==> config.mk <==
export PLATFORM = sky130hd
export DESIGN_NAME = instr_encoder
export DESIGN_NICKNAME = d
export VERILOG_FILES = /design/src/rtl/rv32_pkg.sv /design/src/rtl/instr_pack.sv /design/src/rtl/instr_encoder.sv
export SDC_FILE = /design/constraint.sdc
export NUM_CORES = 1
export LEC_CHECK = 0
export BUFFER_PORTS_ARGS = -buffer_cell sky130_fd_sc_hd__buf_2
export CAP_MARGIN = 0
export CORE_ASPECT_RATIO = 0.5
export CORE_MARGIN = 1
export CORE_UTILIZATION = 55
export DETAILED_ROUTE_END_ITERATION = 6
export GPL_TIMING_DRIVEN = 0
export PLACE_DENSITY = 0.86
export SYNTH_ARGS = -nofsm -noshare
export SYNTH_HDL_FRONTEND = slang
export SYNTH_SLANG_ARGS = --single-unit
==> constraint.sdc <==
create_clock -name clk -period 3.8 [get_ports clk]
set_input_delay 0.38 -clock clk [delete_from_list [all_inputs] [get_ports clk]]
set_output_delay 0.38 -clock clk [all_outputs]
set_load 0.01 [all_outputs]
==> src/rtl/rv32_pkg.sv <==
// Shared RV32I definitions: instruction formats, base opcodes and rejection codes.
package rv32_pkg;

    typedef enum logic [2:0] {
        FMT_R = 3'd0,
        FMT_I = 3'd1,
        FMT_S = 3'd2,
        FMT_B = 3'd3,
        FMT_U = 3'd4,
        FMT_J = 3'd5
    } fmt_e;

    localparam logic [6:0] OP_R      = 7'b0110011;
    localparam logic [6:0] OP_LOAD   = 7'b0000011;
    localparam logic [6:0] OP_IMM    = 7'b0010011;
    localparam logic [6:0] OP_STORE  = 7'b0100011;
    localparam logic [6:0] OP_BRANCH = 7'b1100011;
    localparam logic [6:0] OP_LUI    = 7'b0110111;
    localparam logic [6:0] OP_AUIPC  = 7'b0010111;
    localparam logic [6:0] OP_JAL    = 7'b1101111;
    localparam logic [6:0] OP_JALR   = 7'b1100111;

    localparam logic [2:0] ERR_NONE   = 3'd0;
    localparam logic [2:0] ERR_OPCODE = 3'd1;
    localparam logic [2:0] ERR_FMT    = 3'd2;
    localparam logic [2:0] ERR_RANGE  = 3'd3;
    localparam logic [2:0] ERR_ALIGN  = 3'd4;

    // True when imm[31:msb] are all copies of the sign bit, i.e. the value fits msb+1 signed bits.
    function automatic logic imm_fits(input logic [31:0] imm, input int msb);
        logic ok;
        ok = 1'b1;
        for (int i = 0; i < 32; i++) begin
            if (i >= msb && imm[i] != imm[31])
                ok = 1'b0;
        end
        return ok;
    endfunction

endpackage

==> src/rtl/instr_pack.sv <==
// Combinational RV32I field packer with immediate legality check.
module instr_pack
    import rv32_pkg::*;
(
    input  logic [2:0]  fmt,
    input  logic [6:0]  opcode,
    input  logic [4:0]  rd,
    input  logic [4:0]  rs1,
    input  logic [4:0]  rs2,
    input  logic [2:0]  funct3,
    input  logic [6:0]  funct7,
    input  logic [31:0] imm,
    output logic [31:0] instr,
    output logic        legal,
    output logic [2:0]  code
);

    always_comb begin
        instr = '0;
        case (fmt)
            FMT_R: instr = {funct7, rs2, rs1, funct3, rd, opcode};
            FMT_I: instr = {imm[11:0], rs1, funct3, rd, opcode};
            FMT_S: instr = {imm[11:5], rs2, rs1, funct3, imm[4:0], opcode};
            FMT_B: instr = {imm[12], imm[10:5], rs2, rs1, funct3, imm[4:1], imm[11], opcode};
            FMT_U: instr = {imm[31:12], rd, opcode};
            FMT_J: instr = {imm[20], imm[10:1], imm[11], imm[19:12], rd, opcode};
            default: instr = '0;
        endcase
    end

    // First failing check wins; range is tested before alignment.
    always_comb begin
        code = ERR_NONE;
        if (opcode[1:0] != 2'b11)
            code = ERR_OPCODE;
        else if (fmt > FMT_J)
            code = ERR_FMT;
        else if ((fmt == FMT_I || fmt == FMT_S) && !imm_fits(imm, 11))
            code = ERR_RANGE;
        else if (fmt == FMT_B && !imm_fits(imm, 12))
            code = ERR_RANGE;
        else if (fmt == FMT_J && !imm_fits(imm, 20))
            code = ERR_RANGE;
        else if ((fmt == FMT_B || fmt == FMT_J) && imm[0])
            code = ERR_ALIGN;
        else if (fmt == FMT_U && imm[11:0] != 12'h000)
            code = ERR_ALIGN;
        legal = (code == ERR_NONE);
    end

endmodule

==> src/rtl/instr_encoder.sv <==
// Streaming RV32I encoder: one registered output word with sequential imem address and error tracking.
module instr_encoder
    import rv32_pkg::*;
#(
    parameter int ADDR_W    = 10,
    parameter int BASE_ADDR = 0,
    parameter int DEPTH     = 1024
) (
    input  logic              clk,
    input  logic              rst_n,
    input  logic              clear,
    input  logic              in_valid,
    output logic              in_ready,
    input  logic [2:0]        fmt,
    input  logic [6:0]        opcode,
    input  logic [4:0]        rd,
    input  logic [4:0]        rs1,
    input  logic [4:0]        rs2,
    input  logic [2:0]        funct3,
    input  logic [6:0]        funct7,
    input  logic [31:0]       imm,
    output logic              out_valid,
    input  logic              out_ready,
    output logic [31:0]       out_instr,
    output logic [ADDR_W-1:0] out_addr,
    output logic              full,
    output logic              err,
    output logic [2:0]        err_code,
    output logic [7:0]        err_count
);

    localparam logic [ADDR_W-1:0] BASE = ADDR_W'(BASE_ADDR);
    localparam int CNT_W = $clog2(DEPTH + 1);
    localparam logic [CNT_W-1:0] LAST = CNT_W'(DEPTH - 1);

    logic [31:0]       instr_p0;
    logic              legal_p0;
    logic [2:0]        code_p0;
    logic              vld_p1;
    logic [31:0]       instr_p1;
    logic [ADDR_W-1:0] addr;
    logic [CNT_W-1:0]  sent;
    logic              full_r;
    logic              err_r;
    logic [2:0]        code_r;
    logic [7:0]        errcnt;
    logic              accept;
    logic              hs;

    instr_pack u_pack (
        .fmt    (fmt),
        .opcode (opcode),
        .rd     (rd),
        .rs1    (rs1),
        .rs2    (rs2),
        .funct3 (funct3),
        .funct7 (funct7),
        .imm    (imm),
        .instr  (instr_p0),
        .legal  (legal_p0),
        .code   (code_p0)
    );

    assign in_ready = !full_r && (!vld_p1 || out_ready) && !clear;
    assign accept   = in_valid && in_ready;
    assign hs       = vld_p1 && out_ready;

    // p0 -> p1: packed bundle registered into the single output stage
    always_ff @(posedge clk or negedge rst_n) begin
        if (!rst_n) begin
            vld_p1   <= 1'b0;
            instr_p1 <= '0;
            addr     <= BASE;
            sent     <= '0;
            full_r   <= 1'b0;
            err_r    <= 1'b0;
            code_r   <= ERR_NONE;
            errcnt   <= '0;
        end else if (clear) begin
            vld_p1 <= 1'b0;
            addr   <= BASE;
            sent   <= '0;
            full_r <= 1'b0;
            err_r  <= 1'b0;
            errcnt <= '0;
        end else begin
            err_r <= 1'b0;
            if (hs) begin
                vld_p1 <= 1'b0;
                addr   <= addr + ADDR_W'(1);
                if (!full_r) begin
                    sent <= sent + CNT_W'(1);
                    if (sent == LAST)
                        full_r <= 1'b1;
                end
            end
            if (accept) begin
                if (legal_p0) begin
                    vld_p1   <= 1'b1;
                    instr_p1 <= instr_p0;
                end else begin
                    err_r  <= 1'b1;
                    code_r <= code_p0;
                    if (errcnt != 8'hFF)
                        errcnt <= errcnt + 8'd1;
                end
            end
        end
    end

    assign out_valid = vld_p1;
    assign out_instr = instr_p1;
    assign out_addr  = addr;
    assign full      = full_r;
    assign err       = err_r;
    assign err_code  = code_r;
    assign err_count = errcnt;

endmodule
Yosys cells after proc, flatten, opt, wreduce, memory -nomap -nowiden
Index checks and enable logic that the tools add are counted.
Widths: inputs -> output; s select.

word-level totals
  bits in registers = 67
  logic and storage cells = 159

operators by class
  add/subtract/negate cells = 3
  $lt $le $gt $ge = 1
  equality and inequality tests = 30
  multiplexer cells = 87
  bitwise logic cells = 2
  reduce and logical (&&, ||, !) cells = 28

operators with widths
  operator               count
  $pmux 32 s6            1
  $mux 1                 70
  $mux 11                3
  $mux 8                 4
  $mux 3                 7
  $mux 10                2
  $ne 1x1->1             20
  $reduce_bool 12->1     1
  $add 11x1->11 const B  1
  $eq 11x10->1 const B   1
  $add 10x1->10 const B  1
  $logic_and 1x1->1      9
  $reduce_and 3->1       3
  $add 8x1->8 const B    1
  $ne 8x8->1 const B     1
  $eq 3x2->1 const B     2
  $eq 3x3->1 const B     2
  $logic_not 1->1        6
  $logic_not 3->1        2
  $ne 2x2->1 const B     3
  $reduce_bool 2->1      3
  $eq 3x1->1 const B     1
  $gt 3x3->1 const B     1
  $logic_or 1x1->1       3
  2 further kinds        3

Logic depth before layout (Yosys ltp)
  depth in word-level cells = 45
  depth in mapped cells = 9
  depth with buffers taken out = 6

By module
A second synthesis with hierarchy kept.

second synthesis, totals
  cells, all modules = 369
  area, all modules = 3733.6 µm²

by module, submodules not included
  module         times used  cells an instance  area an instance (µm²)  seq. area each (µm²)
  instr_encoder  1           243                2934.1                  1676.6
  instr_pack     1           126                799.5                   0.0

Worst setup path before layout
Ideal clock, no wire load.

  path kind = input to register
  from = in imm[31]
  to = reg instr_p1[10] (netlist: out_instr[10])
  setup time = 0.125 ns
  data arrival time = 2.065 ns
  data required time = 3.675 ns
  slack = 1.610 ns
  cell stages on the path = 8
  buffers on the path = 2
  cell sequence = buf_2 nand4_1 or4_1 a31o_2 o21ai_2 nand4_4 buf_6 mux2_4

on the way
  cells in the longest elaborated chain, start to end = 31
  elaborated cells on any way between the ends = 92
  classes of those cells = 20 x eq/ne; 64 x mux; 8 x reduce/logical

RTL lines
  what                          RTL line              source
  start: declaration            instr_encoder.sv:21   input logic [31:0] imm,
  $ne 1x1->1                    rv32_pkg.sv:34        if (i >= msb && imm[i] != imm[31])
  $mux 1 (19 in a row)          rv32_pkg.sv:34
  $mux 1                        instr_pack.sv:38      else if ((fmt == FMT_I || fmt == FMT_S) && !imm_fits(imm, 11))
  $mux 1                        instr_pack.sv:36      else if (fmt > FMT_J)
  $mux 1                        instr_pack.sv:34      if (opcode[1:0] != 2'b11)
  $logic_not 1->1               instr_pack.sv:40      else if (fmt == FMT_B && !imm_fits(imm, 12))
  $logic_and 1x1->1             instr_pack.sv:40
  $mux 3                        instr_pack.sv:40
  $mux 3 *                      instr_pack.sv:38
  $mux 3 *                      instr_pack.sv:36
  $mux 3 *                      instr_pack.sv:34
  $logic_not 3->1 *             instr_pack.sv:48      legal = (code == ERR_NONE);
  $reduce_and 3->1 (no line) *  --
  end signal: assignment        instr_encoder.sv:100  instr_p1 <= instr_p0;
  end: declaration              instr_encoder.sv:40   logic [31:0] instr_p1;

Every way passes the cells marked *; elsewhere a longest branch is shown, timed or not. The select of a mux whose other input is x is not followed.
A chain may end at the register's enable or synchronous reset.

Worst setup path after layout
  from = reg full_r (netlist: full)
  to = reg errcnt[2] (netlist: err_count[2])

on the way
  cells in the longest elaborated chain, start to end = 6

RTL lines
  what                            RTL line              source
  start: declaration              instr_encoder.sv:43   logic full_r;
  start signal: assignment        instr_encoder.sv:75   full_r <= 1'b0;
  start signal: assignment        instr_encoder.sv:83   full_r <= 1'b0;
  start signal: assignment        instr_encoder.sv:94   full_r <= 1'b1;
  $logic_not 1->1                 --
  $logic_and 1x1->1 (2 in a row)  instr_encoder.sv:64   assign in_ready = !full_r && (!vld_p1 || out_ready) && !clear;
  $logic_and 1x1->1               instr_encoder.sv:65   assign accept = in_valid && in_ready;
  $reduce_bool 2->1 (no line)     --
  $reduce_and 3->1 (no line)      --
  end signal: assignment          instr_encoder.sv:105  errcnt <= errcnt + 8'd1;
  end: declaration                instr_encoder.sv:46   logic [7:0] errcnt;

Every way passes these cells.

==> summary.txt <==
Status
  • Status: complete, no violations

STA
  • Fin. Hold Viols: 0
  • Layout Skew: 0.00836 ns
  • TNS Setup: 0 ns
  • Minimum clock period: 2.16 ns
  • Slew HR: 43.9%
  • Peak Freq: 0.462 GHz
  • RSZ-0062 raised after global routing: no
  • Final setup fails: 0
  • Worst slew pin tran: 0.841 ns
  • Fin. max-slew vios: 0
  • Fin crit share: 56.9%

Worst setup path
  • Arr. time, crit path: 2.35 ns
  • Crit path kind: reg2reg
  • R2R depth: 7
  • FF-to-FF End: err_count[2]
  • R2r startpoint: full
  • Worst setup path endpoint: err_count[2]
  • CP Launch Type: flop
  • CP Data Required Time: 3.99 ns
  • Crit. Startpoint: full
  • Critical Path Fanout Max: 10
  • FF-to-FF setup slack: 1.64 ns
  • CP endpoint kind: flop

Global routing
  • GRT Overall Usage: 28.5%
  • Vias in the first global route: 3238
  • Antenna violations before repair: 0
  • First-pass GRT wire length: 16.0 mm
  • Largest net degree at the start of global routing: 68
  • Total grt overflow: 0

Pwr
  • Leakage: 0.00255 uW
  • Final Power: 2120 uW
  • Pwr dens: 431 nW/um^2
  • Peak supply drop: 0.000240 V

Clock network
  • Worst-skew pair later-pin latency: 0.33 ns
  • # resized after CTS: 0
  • Max clock buf depth: 2
  • CTS tree: built
  • Root buf cell: clkbuf_16
  • Worst-path clk slew: 0.06 ns
  • Clk sink count: 67
  • Inserted Clock Buffers: 9
  • H-tree depth: 3
  • Hold Buf Count CTS: 0
  • Postcts setup bufs: 0

Floorplanning
  • Die boundary height: 61.1 um
  • Row count: 21
  • Die area: 7350 sq um
  • I/O pins: 129
  • Die width: 120 um
  • Initial Util: 57.1%
  • Core area: 6730 sq um

Placement
  • Placed Instances: 615
  • IO buf count: 125
  • Post-detail-place hpwl: 7.34 mm
  • Routability-driven placement congestion ratio: 0.993

Layout
  • Fillers: 493
  • Final cell count without fillers: 631
  • Diodes inserted: 0
  • Nets: 609
  • Syn-to-layout area delta: 28.2%
  • Layout cells sized above 1: 34.1%

Logic synthesis
  • Mapped Avg Cell Area: 9.65 sq um
  • Post-synth EDFFs: 0
  • Synth Register Bits: 67
  • Syn Nets: 473
  • Count of cell types in the netlist: 52
  • Seq/Total Area, Yosys: 43.6%
  • Synthesized area: 3840 sq um
  • Ys async rst share: 100%
  • Synth warn: 0
  • Mapped Cells: 398
  • Synth Flop Type: dfrtp_1

Drt
  • Top layer in use: met4
  • DRC Markers: 0
  • Met2 wire length: 5.04 mm
  • Drt wl/cell: 16.2 um
  • TritonRoute pass-1 iters: 5
  • M1 wire length: 4.38 mm
  • Metal3 WL: 673 um
  • Routed WL: 10.2 mm
  • Via count: 3615
  • Antenna viol nets, final: 0
  • Drt first-iter violations: 249
  • Vias/cell: 5.73

Job
  • Max-cap violations: 0

Min path
  • Worst hold path class: in2async
==> cell type report <==
cell class              instances  area (sq um)  share of cell area (%)
well taps                      92           115                    2.34
repair buffers                125           628                    12.7
inverters                      13          48.8                   0.990
clock buffers                   9           225                    4.57
flip-flops and latches         67          1680                    34.0
clock inverters                 7           116                    2.36
plain buffers                  23           116                    2.36
multi-input cells             295          2000                    40.6
==> critical path, cell delays in order, from the launching register on <==
cell	delay, ns
dfrtp_1	0.45
nor2_1	0.15
and3_1	0.17
clkbuf_1	0.25
o21ai_1	0.20
buf_2	0.23
o311ai_0	0.42
o41ai_1	0.15
==> layout by cell type, fill, tap and decap left out, drive strengths merged, types with 4 or more instances in the layout <==
cell type  count
buf          138
dfrtp         67
nand2         48
nor2          33
o21ai         28
mux2          28
clkbuf        19
a21oi         18
inv           13
xor2          12
mux2i         12
and3          11
nor4          10
nand3         10
a22o          10
nor3           8
nand4          8
nor2b          5
or4            5
o31ai          5
nand2b         4
xnor2          4
a22oi          4
==> report_power, final <==
group,total [uW],switching (uW),internal (uW),leakage (uW)
combinational,352,184,168,0.00150
sequential,816,39.1,777,0.000890
clock,956,316,639,0.000165
==> metal layers <==
| metal | GRT usage (%) | vias up |
|---|---|---|
| met2 | 48.4 | 166 |
| met4 | 8.04 | 0 |
| met1 | 36.8 | 1724 |
| met3 | 7.78 | 22 |
| met5 | 0 | - |
| li1 | - | 1703 |
==> metrics by stage <==
step	instance area [sq um]	utilization (%)	worst slack [ns]	hold WS, ns
2_1_floorplan	3840	-	1.61	0.0844
3_3_place_gp	4580	68.1	1.39	0.447
3_5_place_dp	4590	68.2	1.34	0.450
4_1_cts	4930	73.3	1.66	0.179
5_1_grt	4930	73.3	1.51	0.219
6_report	4930	73.3	1.64	0.141
==> sequential cells by signal, indices dropped and copies added (netlist names) <==
register   count
err_count      8
full           1
err_code       3
out_instr     32
out_addr      10
sent          11
err            1
out_valid      1
==> worst min-delay path by stage <==
stage,endpoint,slack (ns),cells after the start
floorplan,err,0.08,0
global placement,out_instr[1],0.45,1
detailed placement,out_instr[1],0.45,1
CTS,out_addr[6],0.18,1
global route,out_addr[6],0.22,1
finish,out_addr[5],0.14,1
==> synth_stat cells (10+ instances only) <==
cell | count | area (sq um)
clkbuf_1 | 10 | 37.5
xor2_1 | 12 | 105
inv_1 | 13 | 48.8
mux2i_1 | 12 | 120
and3_1 | 11 | 68.8
nand3_1 | 10 | 50.1
o21ai_0 | 25 | 125
nand2_1 | 48 | 180
a22o_1 | 10 | 87.6
dfrtp_1 | 67 | 1680
nor4_1 | 10 | 62.6
nor2_1 | 33 | 124
mux2_4 | 22 | 330
a21oi_1 | 18 | 90.1
==> cells by family after synthesis <==
logic type	synth area share, %
xor gates and xnor gates	3.65
DFF	43.6
buffers and inverters	4.30
muxes	13.5
and+or+nand+nor	19.5
AOI/OAI and AO/OA	14.5
adders and majority gates	0.977
No activity file was read; power rests on OpenSTA's default activity.
